[src/rtl/clk_enable_pkg.sv]
// Shared types and helpers for the multi-channel clock-enable generator.
//   DEFAULT_DIV_C : divisor loaded on reset (100 MHz -> 25 MHz pixel tick)
//   CNT_W_MAX     : widest counter/divisor a channel can be built with
//   ch_state_t    : per-channel state (count, active div, pending div, pend flag)
//   ch_sel_w()    : width of the channel-select field, never below 1
package clk_enable_pkg;

    localparam int unsigned DEFAULT_DIV_C = 4;
    localparam int unsigned CNT_W_MAX     = 16;

    // Fields are stored at full width; values never exceed 2^CNT_W-1.
    typedef struct packed {
        logic [CNT_W_MAX-1:0] count;
        logic [CNT_W_MAX-1:0] div;
        logic [CNT_W_MAX-1:0] pend_div;
        logic                 pend;
    } ch_state_t;

    function automatic int unsigned ch_sel_w(input int unsigned n);
        return (n <= 1) ? 1 : $clog2(n);
    endfunction

endpackage

[src/rtl/clk_div_channel.sv]
// One divider channel: counts advance cycles and emits a registered tick
// every div advances; a new divisor is only adopted at the wrap point.
//   clk, reset : clock, asynchronous active-high reset
//   adv        : advance this cycle (enable or previous channel's wrap)
//   clr        : synchronous realign (count to 0, apply pending divisor)
//   wr/wr_data : divisor write for this channel
//   tick       : registered one-cycle enable pulse
//   wrap       : combinational, high in the cycle that produces the next tick
//   pend       : registered, a written divisor waits for the wrap
module clk_div_channel
    import clk_enable_pkg::*;
#(
    parameter int unsigned CNT_W       = 8,
    parameter int unsigned DEFAULT_DIV = DEFAULT_DIV_C
) (
    input  logic             clk,
    input  logic             reset,
    input  logic             adv,
    input  logic             clr,
    input  logic             wr,
    input  logic [CNT_W-1:0] wr_data,
    output logic             tick,
    output logic             wrap,
    output logic             pend
);

    ch_state_t            st_q;
    ch_state_t            st_d;
    logic                 tick_q;
    logic                 tick_d;
    logic                 parked;
    logic [CNT_W_MAX-1:0] wr_val;

    assign wr_val = CNT_W_MAX'(wr_data);
    assign parked = (st_q.div == '0);
    assign wrap   = adv && !parked && (st_q.count == st_q.div - CNT_W_MAX'(1));

    // Next-state: realign > parked > wrap > plain count
    always_comb begin
        st_d   = st_q;
        tick_d = 1'b0;
        if (clr) begin
            st_d.count = '0;
            if (wr) begin
                st_d.div = wr_val;
            end else if (st_q.pend) begin
                st_d.div = st_q.pend_div;
            end
            st_d.pend_div = st_d.div;
            st_d.pend     = 1'b0;
        end else if (parked) begin
            // A parked channel never wraps, so a pending value is taken at once;
            // a write in this cycle queues behind it.
            st_d.count = '0;
            if (st_q.pend) begin
                st_d.div  = st_q.pend_div;
                st_d.pend = 1'b0;
            end
            if (wr) begin
                st_d.pend_div = wr_val;
                st_d.pend     = 1'b1;
            end
        end else if (wrap) begin
            st_d.count = '0;
            tick_d     = 1'b1;
            if (wr) begin
                // Write coinciding with the wrap bypasses the pending stage
                st_d.div      = wr_val;
                st_d.pend_div = wr_val;
                st_d.pend     = 1'b0;
            end else if (st_q.pend) begin
                st_d.div  = st_q.pend_div;
                st_d.pend = 1'b0;
            end
        end else begin
            if (adv) begin
                st_d.count = st_q.count + CNT_W_MAX'(1);
            end
            if (wr) begin
                st_d.pend_div = wr_val;
                st_d.pend     = 1'b1;
            end
        end
    end

    // State register
    always_ff @(posedge clk or posedge reset) begin
        if (reset) begin
            st_q.count    <= '0;
            st_q.div      <= CNT_W_MAX'(DEFAULT_DIV);
            st_q.pend_div <= CNT_W_MAX'(DEFAULT_DIV);
            st_q.pend     <= 1'b0;
            tick_q        <= 1'b0;
        end else begin
            st_q   <= st_d;
            tick_q <= tick_d;
        end
    end

    assign tick = tick_q;
    assign pend = st_q.pend;

endmodule

[src/rtl/clk_enable_gen.sv]
// Multi-channel clock-enable generator with glitch-free divisor updates and
// optional cascading (channel i counts wraps of channel i-1).
//   clk, reset : clock, asynchronous active-high reset
//   enable     : global count enable
//   sync_clr   : synchronous realign of all channels
//   div_wr     : divisor write strobe, div_ch selects channel, div_in is value
//   tick       : per-channel registered one-cycle enable pulse
//   div_pend   : per-channel flag, written divisor waiting for the wrap
module clk_enable_gen
    import clk_enable_pkg::*;
#(
    parameter int unsigned NUM_CH      = 2,
    parameter int unsigned CNT_W       = 8,
    parameter int unsigned DEFAULT_DIV = DEFAULT_DIV_C,
    parameter int unsigned CASCADE     = 0
) (
    input  logic                          clk,
    input  logic                          reset,
    input  logic                          enable,
    input  logic                          sync_clr,
    input  logic                          div_wr,
    input  logic [ch_sel_w(NUM_CH)-1:0]   div_ch,
    input  logic [CNT_W-1:0]              div_in,
    output logic [NUM_CH-1:0]             tick,
    output logic [NUM_CH-1:0]             div_pend
);

    localparam int unsigned CH_W = ch_sel_w(NUM_CH);

    logic [NUM_CH-1:0] adv;
    logic [NUM_CH-1:0] wrap;
    logic [NUM_CH-1:0] wr;
    logic              unused_wrap;

    // The last wrap (and all of them when not cascaded) feeds nothing
    assign unused_wrap = ^wrap;

    for (genvar i = 0; i < NUM_CH; i++) begin : g_ch
        // Out-of-range channel selects never match, so they are dropped
        assign wr[i] = div_wr && (div_ch == CH_W'(i));

        if (i == 0 || CASCADE == 0) begin : g_adv_en
            assign adv[i] = enable;
        end else begin : g_adv_cas
            assign adv[i] = wrap[i-1];
        end

        clk_div_channel #(
            .CNT_W       (CNT_W),
            .DEFAULT_DIV (DEFAULT_DIV)
        ) u_ch (
            .clk     (clk),
            .reset   (reset),
            .adv     (adv[i]),
            .clr     (sync_clr),
            .wr      (wr[i]),
            .wr_data (div_in),
            .tick    (tick[i]),
            .wrap    (wrap[i]),
            .pend    (div_pend[i])
        );
    end

endmodule
[config.mk]
export PLATFORM = sky130hd
export DESIGN_NAME = clk_enable_gen
export DESIGN_NICKNAME = d
export VERILOG_FILES = /design/src/rtl/clk_enable_pkg.sv /design/src/rtl/clk_div_channel.sv /design/src/rtl/clk_enable_gen.sv
export SDC_FILE = /design/constraint.sdc
export NUM_CORES = 1
export LEC_CHECK = 0
export CORE_ASPECT_RATIO = 1.1
export CORE_MARGIN = 1
export CORE_UTILIZATION = 50
export CTS_CLUSTER_DIAMETER = 200
export DETAILED_ROUTE_END_ITERATION = 8
export PLACE_DENSITY = 0.77
export REMOVE_ABC_BUFFERS = 1
export SLEW_MARGIN = 40
export SYNTH_ARGS = -nofsm -noshare
export SYNTH_HDL_FRONTEND = slang
export SYNTH_HIERARCHICAL = 1
export SYNTH_SLANG_ARGS = --single-unit
[constraint.sdc]
create_clock -name clk -period 2.91 [get_ports clk]
set_input_delay 0.582 -clock clk [delete_from_list [all_inputs] [get_ports clk]]
set_output_delay 0.582 -clock clk [all_outputs]
set_load 0.03 [all_outputs]
==> results.json <==
{
  "r2r-end": "g_ch[0].u_ch/st_q[26]",
  "viasPerCell": 5.911,
  "crit_start": "g_ch[0].u_ch/st_q[27]",
  "gp_congestion": 0.9464,
  "die-area_um2": 12140,
  "worstPathArrival_ns": 3.25,
  "grt_max_degree": 51,
  "crit_type": "reg2reg",
  "rsz0062_at_grt": "yes",
  "reg2reg_depth": 8,
  "holdCritPathClass": "reg2reg",
  "finalClockSkew_ns": 0.009007,
  "worstMarginPinSlew_ns": 0.7129,
  "finalMaxSlewViolations": 0,
  "grt_usage": 0.2518,
  "ir_worst_vdd_mv": 0.3352,
  "ios": 18,
  "wl_per_cell_um": 17.79,
  "cp_max_fo": 16,
  "cp.required_ns": 3.11,
  "timing.final.crit_share": 1.048,
  "cts.sinks": 100,
  "dieHeight_um": 115.5,
  "die_w_um": 105.2,
  "antenna-diode-count": 0,
  "core_um2": 11440,
  "status": "complete, but fails checks",
  "grt-ovfl-total": 0,
  "port_buffers": 17,
  "grt_pass1_wl_um": 24050,
  "first_pass_iters": 5,
  "place_worst_setup_slack_ns": -0.2944,
  "fin_ws_ns": -0.1400,
  "htreeDepth": 3,
  "fin_cells": 834,
  "leakagePower_nw": 2.966,
  "dr_total_vias": 4930,
  "worstSetupEndpointType": "flip-flop",
  "start_util": 0.5116,
  "root_buffer": "clkbuf_16",
  "violations": "negative setup slack",
  "drc": 0,
  "cts_hold_buf": 0,
  "numCtsBuffers": 9,
  "fmax_mhz": 327.9,
  "clk_path_buf_depth": 2,
  "routed_wirelength_um": 14840,
  "max-slew-margin-rel": 0.5247,
  "r2r-start": "g_ch[0].u_ch/st_q[27]",
  "dp_cells": 811,
  "tns_ns": -2.086,
  "syn_avg_cell_area_um2": 9.291,
  "max-cap-violations": 0,
  "cts_tree": "done",
  "insertion_delay_ns": 0.35,
  "critPathLaunchType": "flip-flop",
  "fin_crit_ns": 3.050,
  "hold_viol": 0,
  "crit_path_end": "g_ch[0].u_ch/st_q[26]",
  "r2r_slack_ns": -0.14,
  "rows": 41,
  "synth_area_um2": 5853,
  "clk_pin_slew_ns": 0.08,
  "antenna_found_initial": 0,
  "netlist_instances": 630,
  "drt-initial-drc-count": 282,
  "grt_pass1_vias": 4881,
  "nNetsFinal": 699,
  "area_growth_pct": 17.98,
  "finalPower_mw": 3.987,
  "setup_violations": 19,
  "yosysWarnings": 6,
  "drtAntennaViolNets": 0,
  "hpwl_um": 10520,
  "powerDensity_nw_per_um2": 577.4,
  "final_layout_size_suffix_gt1_frac": 0.1681
}
==> through the flow <==
stage / util / hold slack [ns] / instance area, µm²
floorplan: - / 0.4658 / 5668
global placement: 0.5634 / 0.4724 / 6445
detailed placement: 0.5634 / 0.4759 / 6445
CTS: 0.5909 / 0.4938 / 6760
global route: 0.6036 / 0.5147 / 6905
finish: 0.6036 / 0.4902 / 6905
==> per-layer routing <==
metal | track usage | vias up | wire length, µm
li1 | - | 2334 | -
met1 | 0.2930 | 2413 | 5998
met2 | 0.4600 | 147 | 7709
met3 | 0.04443 | 36 | 679
met4 | 0.1070 | 0 | 449
met5 | 0 | - | 0
==> critical path, cell delays in order (launching register included) <==
cell and delay (ns):
dfrtp_1 0.39, or4_4 0.54, or4_4 0.49, nor4_4 0.30, o21ai_1 0.08, or4_4 0.52, nor4b_4 0.29, buf_12 0.19
o32ai_1 0.10
==> worst min-delay path by stage <==
stage          depth (start not counted)                   from               endpoint
2_1_floorplan                          1   g_ch[1].u_ch/st_q[9]  g_ch[1].u_ch/st_q[25]
3_3_place_gp                           1  g_ch[1].u_ch/st_q[13]  g_ch[1].u_ch/st_q[29]
3_5_place_dp                           1  g_ch[1].u_ch/st_q[15]  g_ch[1].u_ch/st_q[31]
4_1_cts                                1  g_ch[1].u_ch/st_q[15]  g_ch[1].u_ch/st_q[31]
5_1_grt                                1  g_ch[1].u_ch/st_q[14]  g_ch[1].u_ch/st_q[30]
6_report                               1  g_ch[1].u_ch/st_q[15]  g_ch[1].u_ch/st_q[31]
==> state kept, by name, summed over array words and instances, names as in the netlist <==
register / flops
g_ch.u_ch/st_q: 96
g_ch.u_ch/pend: 2
g_ch.u_ch/tick: 2
==> cells in the final DEF, fill, tap and decap left out, types with 10 or more instances in the layout <==
master and count:
a21oi_1 19, a22oi_1 13, and2_1 18, buf_4 57
clkdlybuf4s50_1 17, dfrtp_1 96, inv_1 31, mux2i_1 16
nand2_1 78, nand3_1 22, nand4_1 10, nor2_1 37
nor3_1 12, nor4_1 11, o21ai_0 21, o32ai_1 16
xnor2_1 35, xor2_1 32
==> final cells by class <==
| cell class | count | area (µm²) |
|---|---|---|
| multi-input cells | 459 | 3156 |
| clock inverters | 7 | 67.56 |
| fillers | 898 | 4534 |
| well taps | 150 | 187.7 |
| repair buffers | 76 | 638.1 |
| clock buffers | 9 | 225.2 |
| flip-flops and latches | 100 | 2507 |
| inverters | 33 | 123.9 |
==> power breakdown <==
part | internal [mW] | switching, mW
Clock | 0.601 | 0.573
Combinational | 0.510 | 0.632
Sequential | 1.52 | 0.149
==> timing repair <==
item                       4_1_cts  5_1_grt
setup endpoints to repair       32       64
gates cloned                     0        0
buffers inserted                 1        6
gates resized for setup          3       17
pin swaps                        1        4
Power figures use the tool's default switching activity.
